==> src/rtl/obuf_loop_iter_gen.sv <==
// Compute-side loop-nest sequencer. Trip counts are loaded through a per-instruction config stream.
// The nest advances one innermost iteration per un-stalled cycle and emits registered loop-exit events.
module obuf_loop_iter_gen #(
  parameter int NUM_LOOPS   = 8,
  parameter int LOOP_ID_W   = 5,
  parameter int LOOP_ITER_W = 16
) (
  input  logic                   clk,
  input  logic                   reset,
  input  logic                   done,
  input  logic                   cfg_loop_iter_v,
  input  logic [LOOP_ITER_W-1:0] cfg_loop_iter,
  input  logic                   start,
  input  logic                   stall,
  output logic                   step_v,
  output logic                   com_loop_exit,
  output logic [LOOP_ID_W-1:0]   com_loop_index,
  output logic                   compute_done,
  output logic                   busy,
  output logic                   cfg_err
);

  localparam int CNT_W = $clog2(NUM_LOOPS + 1);

  typedef enum logic [1:0] {IDLE, RUN, FINISH} state_t;

  state_t                 state, state_nxt;
  logic [CNT_W-1:0]       num_loops, eff_loops;
  logic [LOOP_ITER_W-1:0] limit [NUM_LOOPS];
  logic [LOOP_ITER_W-1:0] ctr   [NUM_LOOPS];
  logic [NUM_LOOPS-1:0]   active, wrap, carry;
  logic [LOOP_ID_W-1:0]   top_wrap;
  logic                   cfg_ok, cfg_bad, start_ok, do_step, last_step, compute_done_nxt;

  assign busy      = (state != IDLE);
  assign cfg_ok    = cfg_loop_iter_v && !done && (state == IDLE) && (num_loops < CNT_W'(NUM_LOOPS));
  assign cfg_bad   = cfg_loop_iter_v && !done && !cfg_ok;
  assign eff_loops = num_loops + CNT_W'(cfg_ok);
  assign start_ok  = start && !done && (state == IDLE);
  assign do_step   = (state == RUN) && !stall && !done;

  // Wrap chain: a loop wraps only when it and every loop inside it sit at their limits.
  always_comb begin
    active    = '0;
    wrap      = '0;
    carry     = '0;
    top_wrap  = '0;
    last_step = 1'b0;
    for (int i = 0; i < NUM_LOOPS; i++) begin
      active[i] = (CNT_W'(i) < num_loops);
      carry[i]  = (i == 0) ? 1'b1 : wrap[(i == 0) ? 0 : i - 1];
      wrap[i]   = active[i] && carry[i] && (ctr[i] == limit[i]);
      if (wrap[i]) top_wrap = LOOP_ID_W'(i);
      if (CNT_W'(i + 1) == num_loops) last_step = wrap[i];
    end
  end

  always_comb begin
    state_nxt        = state;
    compute_done_nxt = 1'b0;
    case (state)
      IDLE: begin
        if (start_ok) begin
          if (eff_loops == '0) begin
            state_nxt        = FINISH;
            compute_done_nxt = 1'b1;
          end else begin
            state_nxt = RUN;
          end
        end
      end
      RUN:    if (do_step && last_step) state_nxt = FINISH;
      // step_v is only high here when the last step of a real nest just retired
      FINISH: begin
        state_nxt        = IDLE;
        compute_done_nxt = step_v;
      end
      default: state_nxt = IDLE;
    endcase
    if (done) begin
      state_nxt        = IDLE;
      compute_done_nxt = 1'b0;
    end
  end

  always_ff @(posedge clk or posedge reset) begin
    if (reset) state <= IDLE;
    else       state <= state_nxt;
  end

  always_ff @(posedge clk or posedge reset) begin
    if (reset) begin
      num_loops <= '0;
      cfg_err   <= 1'b0;
      for (int i = 0; i < NUM_LOOPS; i++) limit[i] <= '0;
    end else if (done) begin
      num_loops <= '0;
      cfg_err   <= 1'b0;
    end else begin
      if (cfg_ok) begin
        num_loops <= num_loops + CNT_W'(1);
        for (int i = 0; i < NUM_LOOPS; i++)
          if (CNT_W'(i) == num_loops) limit[i] <= cfg_loop_iter;
      end
      if (cfg_bad) cfg_err <= 1'b1;
    end
  end

  always_ff @(posedge clk or posedge reset) begin
    if (reset) begin
      for (int i = 0; i < NUM_LOOPS; i++) ctr[i] <= '0;
    end else if (start_ok) begin
      for (int i = 0; i < NUM_LOOPS; i++) ctr[i] <= '0;
    end else if (do_step) begin
      for (int i = 0; i < NUM_LOOPS; i++) begin
        if (wrap[i])                    ctr[i] <= '0;
        else if (active[i] && carry[i]) ctr[i] <= ctr[i] + LOOP_ITER_W'(1);
      end
    end
  end

  always_ff @(posedge clk or posedge reset) begin
    if (reset) begin
      step_v         <= 1'b0;
      com_loop_exit  <= 1'b0;
      com_loop_index <= '0;
      compute_done   <= 1'b0;
    end else begin
      step_v        <= do_step;
      com_loop_exit <= do_step && wrap[0];
      compute_done  <= compute_done_nxt;
      if (do_step && wrap[0]) com_loop_index <= top_wrap;
    end
  end

endmodule

==> config.mk <==
export PLATFORM = sky130hd
export DESIGN_NAME = obuf_loop_iter_gen
export DESIGN_NICKNAME = d
export VERILOG_FILES = /design/src/rtl/obuf_loop_iter_gen.sv
export SDC_FILE = /design/constraint.sdc
export NUM_CORES = 1
export LEC_CHECK = 0
export CAP_MARGIN = 30
export CORE_UTILIZATION = 50
export CTS_CLUSTER_SIZE = 20
export DETAILED_ROUTE_END_ITERATION = 10
export PLACE_DENSITY_LB_ADDON = 0.1
export SYNTH_ARGS = -nofsm -noshare
export SYNTH_HDL_FRONTEND = slang
export SYNTH_SLANG_ARGS = --single-unit
==> constraint.sdc <==
create_clock -name clk -period 17.5 [get_ports clk]
set_input_delay 4.375 -clock clk [delete_from_list [all_inputs] [get_ports clk]]
set_output_delay 4.375 -clock clk [all_outputs]
set_load 0.02 [all_outputs]
==> results of run 1 <==
[cells in the final DEF (no fill, tap or decap), types with 28 or more instances in the layout]
| master | n |
|---|---|
| mux2_2 | 122 |
| clkbuf_16 | 31 |
| nand2_1 | 109 |
| a21oi_1 | 62 |
| nor2_1 | 54 |
| nor4_1 | 29 |
| o21ai_0 | 59 |
| a31oi_1 | 41 |
| dfrtp_1 | 269 |
| clkdlybuf4s50_1 | 29 |
| nand3_1 | 72 |
| xor2_1 | 120 |
| and3_1 | 28 |
| xnor2_1 | 34 |
[cells by family after synthesis]
| group | synth area share |
|---|---|
| xor gates and xnor gates | 0.0951 |
| muxes | 0.108 |
| other | 0.000264 |
| and+or+nand+nor | 0.174 |
| AOI/OAI and AO/OA | 0.109 |
| adders and majority gates | 0.0115 |
| DFF | 0.474 |
| buffers and inverters | 0.0275 |
[final cells by class]
cell class	instances	area [µm²]	area share
diodes	2	5.00	0.000316
clock buffers	38	832	0.0525
clock inverters	18	253	0.0159
inverters	27	110	0.00694
multi-input cells	999	7090	0.447
flip-flops and latches	269	6730	0.425
well taps	378	473	0.0298
repair buffers	38	362	0.0228
[stage by stage]
step / total power [mW] / utilization
2_1_floorplan: 0.812 / -
3_3_place_gp: 0.864 / 0.529
3_5_place_dp: 0.868 / 0.530
4_1_cts: 1.56 / 0.569
5_1_grt: 1.60 / 0.569
6_report: 1.54 / 0.569
[layer usage]
metal,up-vias,track usage,wire length [µm]
met4,0,0.0615,647
li1,4914,-,-
met5,-,0,0
met1,5198,0.380,17500
met3,46,0.0328,1580
met2,214,0.401,16100
[sequential cells by signal, summed over array words and instances (netlist names)]
name,cells
compute_done,1
num_loops,4
ctr,128
state,2
com_loop_index,3
step_v,1
com_loop_exit,1
limit,128
cfg_err,1
[power by group through the flow]
stage / logic, mW / registers (mW) / clock network, mW
finish: 0.164 / 0.694 / 0.687
global route: 0.180 / 0.698 / 0.725
CTS: 0.165 / 0.693 / 0.699
detailed placement: 0.164 / 0.704 / 0
global placement: 0.161 / 0.703 / 0
floorplan: 0.115 / 0.697 / 0
[how the worst min path moves through the flow]
stage | start | endpoint | cells past startpoint
after global placement | limit[73] | limit[73] | 1
final | limit[70] | limit[70] | 1
after CTS | limit[70] | limit[70] | 1
after floorplan | ctr[95] | ctr[95] | 1
after global routing | limit[69] | limit[69] | 1
after detailed placement | limit[70] | limit[70] | 1
==> impl_metrics.env, run 1 <==
export IMPL_clk_latency_ps=560
export IMPL_drt_iter0_drc=769
export IMPL_dr_pass1_iters=4
export IMPL_max_stage_delay_ps=630
export IMPL_timing_rr_start="num_loops[1]"
export IMPL_die_area_um2=29100
export IMPL_post_route_period_util=0.403
export IMPL_setup_ws_ps=10440
export IMPL_synthMostInstantiatedCell="dfrtp_1"
export IMPL_cp_end_kind="flip-flop"
export IMPL_required_ps=17930
export IMPL_synth_seq_cells=269
export IMPL_wl_per_cell_um=20.3
export IMPL_cts_setup_buffers=0
export IMPL_cts_sinks=269
export IMPL_viasPerCell=5.86
export IMPL_grt_usage=0.258
export IMPL_hold_viol_final=0
export IMPL_fp_dieW_um=170
export IMPL_cpLargestDelayFamily="simple AND/OR/NAND/NOR gates"
export IMPL_async_flop_share=1.00
export IMPL_yosysTopAreaCell="dfrtp_1"
export IMPL_finalSetupViolCount=0
export IMPL_clock_skew_ps=16.6
export IMPL_numCtsBuffers=31
export IMPL_ys_types=66
export IMPL_powerDensity_nw_per_um2=97.4
export IMPL_drc_errors=0
export IMPL_post_place_ws_ps=9910
export IMPL_ant_nets=0
export IMPL_intPower_mw=1.16
export IMPL_final_layout_size_suffix_gt1_frac=0.155
export IMPL_synth_area_top_cells="dfrtp_1 (47%), mux2_2 (9.7%), xor2_1 (7.4%)"
export IMPL_place_inst=1711
export IMPL_io_buffers=29
export IMPL_synth_edf_count=0
export IMPL_cts_max_level=1
export IMPL_syn_area_um2=14200
export IMPL_final_nets=1401
export IMPL_clockBufferDepth=3
export IMPL_reg2regPathDepth=9
export IMPL_max_freq_mhz=142
export IMPL_fin_crit_ps=7060
export IMPL_wirelength_um=35800
export IMPL_fp_dieH_um=170
export IMPL_worst_pin_slew_ps=935
export IMPL_postCtsHoldBufs=0
export IMPL_slowest_stage="clkdlybuf4s50_1"
export IMPL_nFillCells=2401
export IMPL_status="finished, final reports clean"
export IMPL_final_cell_count_no_fill=1769
export IMPL_cts_root_buffer="clkbuf_16"
export IMPL_ir_drop_mv=0.0759
export IMPL_worstPathArrival_ps=7490
export IMPL_core_area_um2=27900
export IMPL_yosysWarnings=0
export IMPL_dpl_hpwl_um=23800
export IMPL_min_path_type="reg2reg"
export IMPL_clk_pin_slew_ps=60
export IMPL_timing_hold_ws_ps=506
export IMPL_timing_rr_end="ctr[30]"
export IMPL_yosysSeqAreaShare=0.474
export IMPL_r2r_slack_ps=13590
export IMPL_cts_resized=0
export IMPL_startpoint_type="input pin"
export IMPL_synth_common_cells="dfrtp_1 (269), mux2_2 (122), xor2_1 (120)"
export IMPL_synth_cells=1350
export IMPL_place_area_um2=14800
export IMPL_worst_setup_path_type="in2reg"
export IMPL_rsz0062_at_grt="false"
export IMPL_route_vias_total=10400
export IMPL_start_util=0.509
export IMPL_crit_cells=9
export IMPL_synth_area_per_cell_um2=10.5
export IMPL_finalMaxSlewViolations=0
export IMPL_rows=61
export IMPL_crit_path_max_fanout=16
export IMPL_final_area_um2=15900
export IMPL_area_growth_syn_to_layout_pct=11.7
export IMPL_switching_power_mw=0.390
export IMPL_crit_top_cell="nand2_1"
export IMPL_num_io_pins=32
export IMPL_crit_chain="clkdlybuf4s50_1 -> nor3_1 -> and2_1 -> nand2_1 -> clkinv_1 -> ha_1 -> nor3b_1 -> nand2_1 -> mux2_2"
export IMPL_cp_num_buf_inv=2
export IMPL_ys_flop_type="dfrtp_1"
export IMPL_p_comb_frac=0.106
export IMPL_slew_headroom=0.377
export IMPL_drv_cap=0
export IMPL_cts_tree="yes"
export IMPL_grt_antenna_before_repair=1
export IMPL_grt_ovfl_total=0
export IMPL_p_sw_frac=0.252
export IMPL_yosysTopAreaCellShare=0.474
export IMPL_finalSetupTns_ps=0
export IMPL_power_frac_seq=0.449
export IMPL_crit_path_start="done"
export IMPL_grt_pass1_vias=10100
export IMPL_grt_start_max_net_pins=109
export IMPL_p_leak_nw=7.62
export IMPL_grt_pass1_wl_um=57600
export IMPL_gp_congestion=0.875
export IMPL_pwr_share_clk=0.445
export IMPL_cp_endpoint="limit[106]"
(Power assumes the default switching activity.)
==> inputs of run 2 (changes only) <==
clock period = 5.9 ns   (was 17.5 ns; I/O delays follow)
==> run 2 against run 1 <==
  * Combinational power increased to 3.0 times the previous value
  * Register-to-register slack got worse by 12000 ps
  * Clock skew is 1.6 ps lower
  * Final cell count barely moved
  * Clock power rose to 2.8 times the previous value
  * Core utilization shrank 0.14 points
  * Highest routed layer unchanged
==> impl_metrics.env, run 2 (synthesized netlist as in run 1, its figures left out) <==
export IMPL_status="finished, final reports clean"
export IMPL_max_freq_mhz=238
export IMPL_min_path_type="reg2reg"
export IMPL_ant_nets=0
export IMPL_post_route_period_util=0.711
export IMPL_num_io_pins=32
export IMPL_crit_path_max_fanout=16
export IMPL_clk_latency_ps=560
export IMPL_cpLargestDelayFamily="simple AND/OR/NAND/NOR gates"
export IMPL_dpl_hpwl_um=24100
export IMPL_required_ps=6330
export IMPL_intPower_mw=3.30
export IMPL_cp_end_kind="flip-flop"
export IMPL_drt_iter0_drc=723
export IMPL_final_cell_mix="dfrtp_1 (269), mux2_2 (122), xor2_1 (120)"
export IMPL_grt_pass1_wl_um=57300
export IMPL_postCtsHoldBufs=0
export IMPL_max_stage_delay_ps=640
export IMPL_switching_power_mw=1.15
export IMPL_powerDensity_nw_per_um2=282
export IMPL_cp_num_buf_inv=2
export IMPL_report_power_total_mw=4.45
export IMPL_viasPerCell=5.96
export IMPL_p_sw_frac=0.259
export IMPL_p_comb_frac=0.110
export IMPL_p_leak_nw=7.58
export IMPL_worst_pin_slew_ps=1010
export IMPL_fin_crit_ps=4200
export IMPL_wl_per_cell_um=20.5
export IMPL_cts_max_level=1
export IMPL_finalSetupTns_ps=0
export IMPL_rows=61
export IMPL_timing_rr_end="ctr[54]"
export IMPL_finalMaxSlewViolations=0
export IMPL_fp_dieH_um=170
export IMPL_cts_setup_buffers=0
export IMPL_finalSetupViolCount=0
export IMPL_crit_path_start="done"
export IMPL_slowest_stage="clkdlybuf4s50_1"
export IMPL_reg2regPathDepth=8
export IMPL_drc_errors=0
export IMPL_grt_start_max_net_pins=127
export IMPL_area_growth_syn_to_layout_pct=11.5
export IMPL_route_vias_total=10500
export IMPL_die_area_um2=29100
export IMPL_grt_ovfl_total=0
export IMPL_cts_sinks=269
export IMPL_grt_pass1_vias=10000
export IMPL_crit_cells=9
export IMPL_cts_root_buffer="clkbuf_16"
export IMPL_rsz0062_at_grt="false"
export IMPL_slew_headroom=0.326
export IMPL_io_buffers=29
export IMPL_ir_drop_mv=0.224
export IMPL_grt_usage=0.257
export IMPL_power_frac_seq=0.462
export IMPL_clk_pin_slew_ps=60
export IMPL_core_area_um2=27900
export IMPL_gp_congestion=0.890
export IMPL_crit_chain="clkdlybuf4s50_1 -> nor3_1 -> and2_1 -> nand2_1 -> clkinv_1 -> ha_1 -> nor3b_1 -> nand2_1 -> mux2_2"
export IMPL_pwr_share_clk=0.428
export IMPL_final_cell_count_no_fill=1768
export IMPL_num_antenna_cells=0
export IMPL_place_inst=1713
export IMPL_wirelength_um=36200
export IMPL_grt_antenna_before_repair=2
export IMPL_final_layout_size_suffix_gt1_frac=0.155
export IMPL_worst_setup_path_type="in2reg"
export IMPL_reg_top3="ctr (128), limit (128), num_loops (4)"
export IMPL_clock_skew_ps=15.0
export IMPL_worstPathArrival_ps=4630
export IMPL_cts_tree="yes"
export IMPL_cts_resized=0
export IMPL_final_common_cell="dfrtp_1"
export IMPL_numCtsBuffers=31
export IMPL_crit_top_cell="nand2_1"
export IMPL_r2r_slack_ps=2040
export IMPL_hold_viol_final=0
export IMPL_timing_rr_start="num_loops[1]"
export IMPL_start_util=0.509
export IMPL_final_nets=1403
export IMPL_cp_endpoint="limit[39]"
export IMPL_drv_cap=0
export IMPL_dr_pass1_iters=5
export IMPL_clockBufferDepth=3
export IMPL_fp_dieW_um=170
export IMPL_startpoint_type="input pin"
[run 2: worst register-to-register path: cells and delay by family, from the launching register on]
family                   cells  cell delay (ps)
AO/OA/AOI/OAI                2              470
buffers and inverters        1              130
flip-flops                   1              580
AND/OR/NAND/NOR              4             2240
adder cells (fa/ha/maj)      1              340
[run 2: how the worst min path moves through the flow]
stage / cells past startpoint / to / from / slack (ps)
2_1_floorplan: 1 / ctr[95] / ctr[95] / 460
5_1_grt: 1 / ctr[95] / ctr[95] / 530
4_1_cts: 1 / ctr[95] / ctr[95] / 500
3_3_place_gp: 1 / limit[66] / limit[66] / 490
3_5_place_dp: 1 / ctr[95] / ctr[95] / 490
6_report: 1 / ctr[95] / ctr[95] / 500
[run 2: power by group through the flow]
stage	logic (mW)	registers, mW	clock network [mW]
floorplan	0.343	2.07	0
global placement	0.479	2.08	0
detailed placement	0.487	2.09	0
CTS	0.491	2.06	1.95
global route	0.535	2.07	2.02
finish	0.489	2.06	1.91
[run 2: metal layers]
metal  part of all wire  wire, µm  GRT usage  vias to the layer above
met5                  0         0          0                        -
met1               0.46     16700      0.371                     5293
met3              0.056      2020     0.0358                       52
met2               0.46     16600      0.404                      271
li1                   -         -          -                     4919
met4              0.024       853     0.0689                        0
[run 2: through the flow]
| stage | util | hold slack (ps) | setup WS, ps | instance area, µm² |
|---|---|---|---|---|
| 6_report | 0.568 | 502 | 1700 | 15800 |
| 5_1_grt | 0.568 | 530 | 1450 | 15800 |
| 4_1_cts | 0.568 | 502 | 1790 | 15800 |
| 3_5_place_dp | 0.531 | 494 | 1210 | 14800 |
| 3_3_place_gp | 0.531 | 488 | 1290 | 14800 |
| 2_1_floorplan | - | 464 | 872 | 14200 |
[run 2: cell type report]
cell class	instances	area (µm²)
clock buffer	39	836
clock inverter	16	178
fill	2432	12000
inverter	27	106
multi-input combinational	999	7090
sequential	269	6730
tap	378	473
timing repair buffer	40	402
==> inputs of run 3 (changes only) <==
clock period = 4 ns   (was 5.9 ns; I/O delays follow)
==> run 3 against run 2 <==
  * Design area rose by 1.4%
  * Final cell count rose by 1.4%
  * Clock skew rose by 4.0 ps
  * Global-route usage rose by 0.29 points
  * Sequential power rose by 47%
  * Clock power rose by 49%
  * Sequential share of layout area fell by 0.60 points
  * Clock-buffer cell count rose by 4
  * Critical path type unchanged
==> impl_metrics.env, run 3 (synthesized netlist as in run 1, its figures left out) <==
export IMPL_finalMaxSlewViolations=0
export IMPL_crit_chain="clkdlybuf4s50_1 -> or4b_1 -> nor4_1 -> and4_1 -> buf_4 -> nand2b_1 -> a31oi_1"
export IMPL_cp_endpoint="ctr[18]"
export IMPL_drv_cap=0
export IMPL_worst_setup_path_type="in2reg"
export IMPL_crit_path_max_fanout=12
export IMPL_postCtsHoldBufs=0
export IMPL_ir_drop_mv=0.300
export IMPL_cp_end_kind="flip-flop"
export IMPL_final_nets=1428
export IMPL_ant_nets=0
export IMPL_min_path_type="reg2reg"
export IMPL_reg2regPathDepth=8
export IMPL_p_comb_frac=0.112
export IMPL_finalSetupTns_ps=0
export IMPL_switching_power_mw=1.65
export IMPL_rows=61
export IMPL_clock_skew_ps=19.0
export IMPL_grt_usage=0.260
export IMPL_startpoint_type="input pin"
export IMPL_timing_rr_start="ctr[91]"
export IMPL_setup_ws_ps=854
export IMPL_grt_pass1_wl_um=58200
export IMPL_io_buffers=29
export IMPL_fin_crit_ps=3150
export IMPL_crit_cells=7
export IMPL_slowest_stage="or4b_1"
export IMPL_max_freq_mhz=318
export IMPL_dpl_hpwl_um=24700
export IMPL_nFillCells=2438
export IMPL_cts_setup_buffers=0
export IMPL_final_layout_size_suffix_gt1_frac=0.169
export IMPL_dr_pass1_iters=8
export IMPL_cpLargestDelayFamily="simple AND/OR/NAND/NOR gates"
export IMPL_fp_dieW_um=170
export IMPL_cp_num_buf_inv=2
export IMPL_cts_resized=0
export IMPL_post_place_ws_ps=321
export IMPL_gp_congestion=0.885
export IMPL_r2r_slack_ps=890
export IMPL_multi_input_area_um2=7090
export IMPL_drc_errors=0
export IMPL_worst_pin_slew_ps=853
export IMPL_required_ps=4450
export IMPL_num_antenna_cells=0
export IMPL_intPower_mw=4.96
export IMPL_start_util=0.509
export IMPL_grt_ovfl_total=0
export IMPL_post_route_period_util=0.786
export IMPL_final_common_cell="dfrtp_1"
export IMPL_rsz0062_at_grt="false"
export IMPL_die_area_um2=29100
export IMPL_numCtsBuffers=29
export IMPL_final_cell_mix="dfrtp_1 (269), mux2_2 (122), xor2_1 (120)"
export IMPL_powerDensity_nw_per_um2=412
export IMPL_finalSetupViolCount=0
export IMPL_viasPerCell=5.91
export IMPL_crit_path_start="done"
export IMPL_num_io_pins=32
export IMPL_worstPathArrival_ps=3600
export IMPL_reg_top3="ctr (128), limit (128), num_loops (4)"
export IMPL_wl_per_cell_um=20.2
export IMPL_cts_root_buffer="clkbuf_16"
export IMPL_ff_latch_area_um2=6730
export IMPL_clk_pin_slew_ps=60
export IMPL_grt_antenna_before_repair=1
export IMPL_grt_start_max_net_pins=74
export IMPL_power_frac_seq=0.459
export IMPL_fp_dieH_um=170
export IMPL_hold_viol_final=0
export IMPL_max_stage_delay_ps=750
export IMPL_p_sw_frac=0.250
export IMPL_core_area_um2=27900
export IMPL_status="finished, final reports clean"
export IMPL_route_vias_total=10600
export IMPL_cts_tree="yes"
export IMPL_clockBufferDepth=3
export IMPL_drt_iter0_drc=718
export IMPL_cts_sinks=269
export IMPL_wirelength_um=36200
export IMPL_slew_headroom=0.430
export IMPL_cts_max_level=1
export IMPL_clk_latency_ps=550
export IMPL_grt_pass1_vias=10400
export IMPL_p_leak_nw=7.74
export IMPL_whs_path_depth=1
export IMPL_pwr_share_clk=0.429
export IMPL_area_growth_syn_to_layout_pct=13.0
export IMPL_timing_rr_end="ctr[18]"
run 3: layout make-up:
class / instances / area share
clock inverter: 9 / 0.00920
timing repair buffer: 67 / 0.0390
multi-input combinational: 999 / 0.442
inverter: 27 / 0.00663
sequential: 269 / 0.420
clock buffer: 43 / 0.0541
tap: 378 / 0.0295
run 3: worst min path at each step:
stage | from | end | slack, ps
3_5_place_dp | limit[71] | limit[71] | 500
2_1_floorplan | ctr[95] | ctr[95] | 460
6_report | limit[71] | limit[71] | 510
4_1_cts | limit[71] | limit[71] | 510
5_1_grt | limit[72] | limit[72] | 530
3_3_place_gp | limit[66] | limit[66] | 490
run 3: layer usage:
metal | global-route usage | part of all wire | vias to the layer above
li1 | - | - | 4982
met1 | 0.386 | 0.48 | 5294
met2 | 0.399 | 0.45 | 248
met3 | 0.0235 | 0.041 | 67
met4 | 0.0834 | 0.029 | 0
met5 | 0 | 0 | -
run 3: power by group through the flow:
| stage | registers, mW | logic, mW | clock network [mW] |
|---|---|---|---|
| finish | 3.03 | 0.743 | 2.84 |
| floorplan | 3.05 | 0.505 | 0 |
| global placement | 3.07 | 0.733 | 0 |
| detailed placement | 3.08 | 0.743 | 0 |
| CTS | 3.03 | 0.749 | 2.89 |
| global route | 3.05 | 0.817 | 3.00 |
run 3: through the flow:
step | hold slack, ps | total power, mW | utilization | area (µm²) | std cells
finish | 509 | 6.61 | 0.576 | 16000 | 1792
CTS | 511 | 6.67 | 0.576 | 16000 | 1792
global route | 532 | 6.87 | 0.576 | 16000 | 1792
global placement | 487 | 3.81 | 0.539 | 15000 | 1739
detailed placement | 497 | 3.82 | 0.539 | 15000 | 1740
floorplan | 464 | 3.55 | - | 14200 | 1351
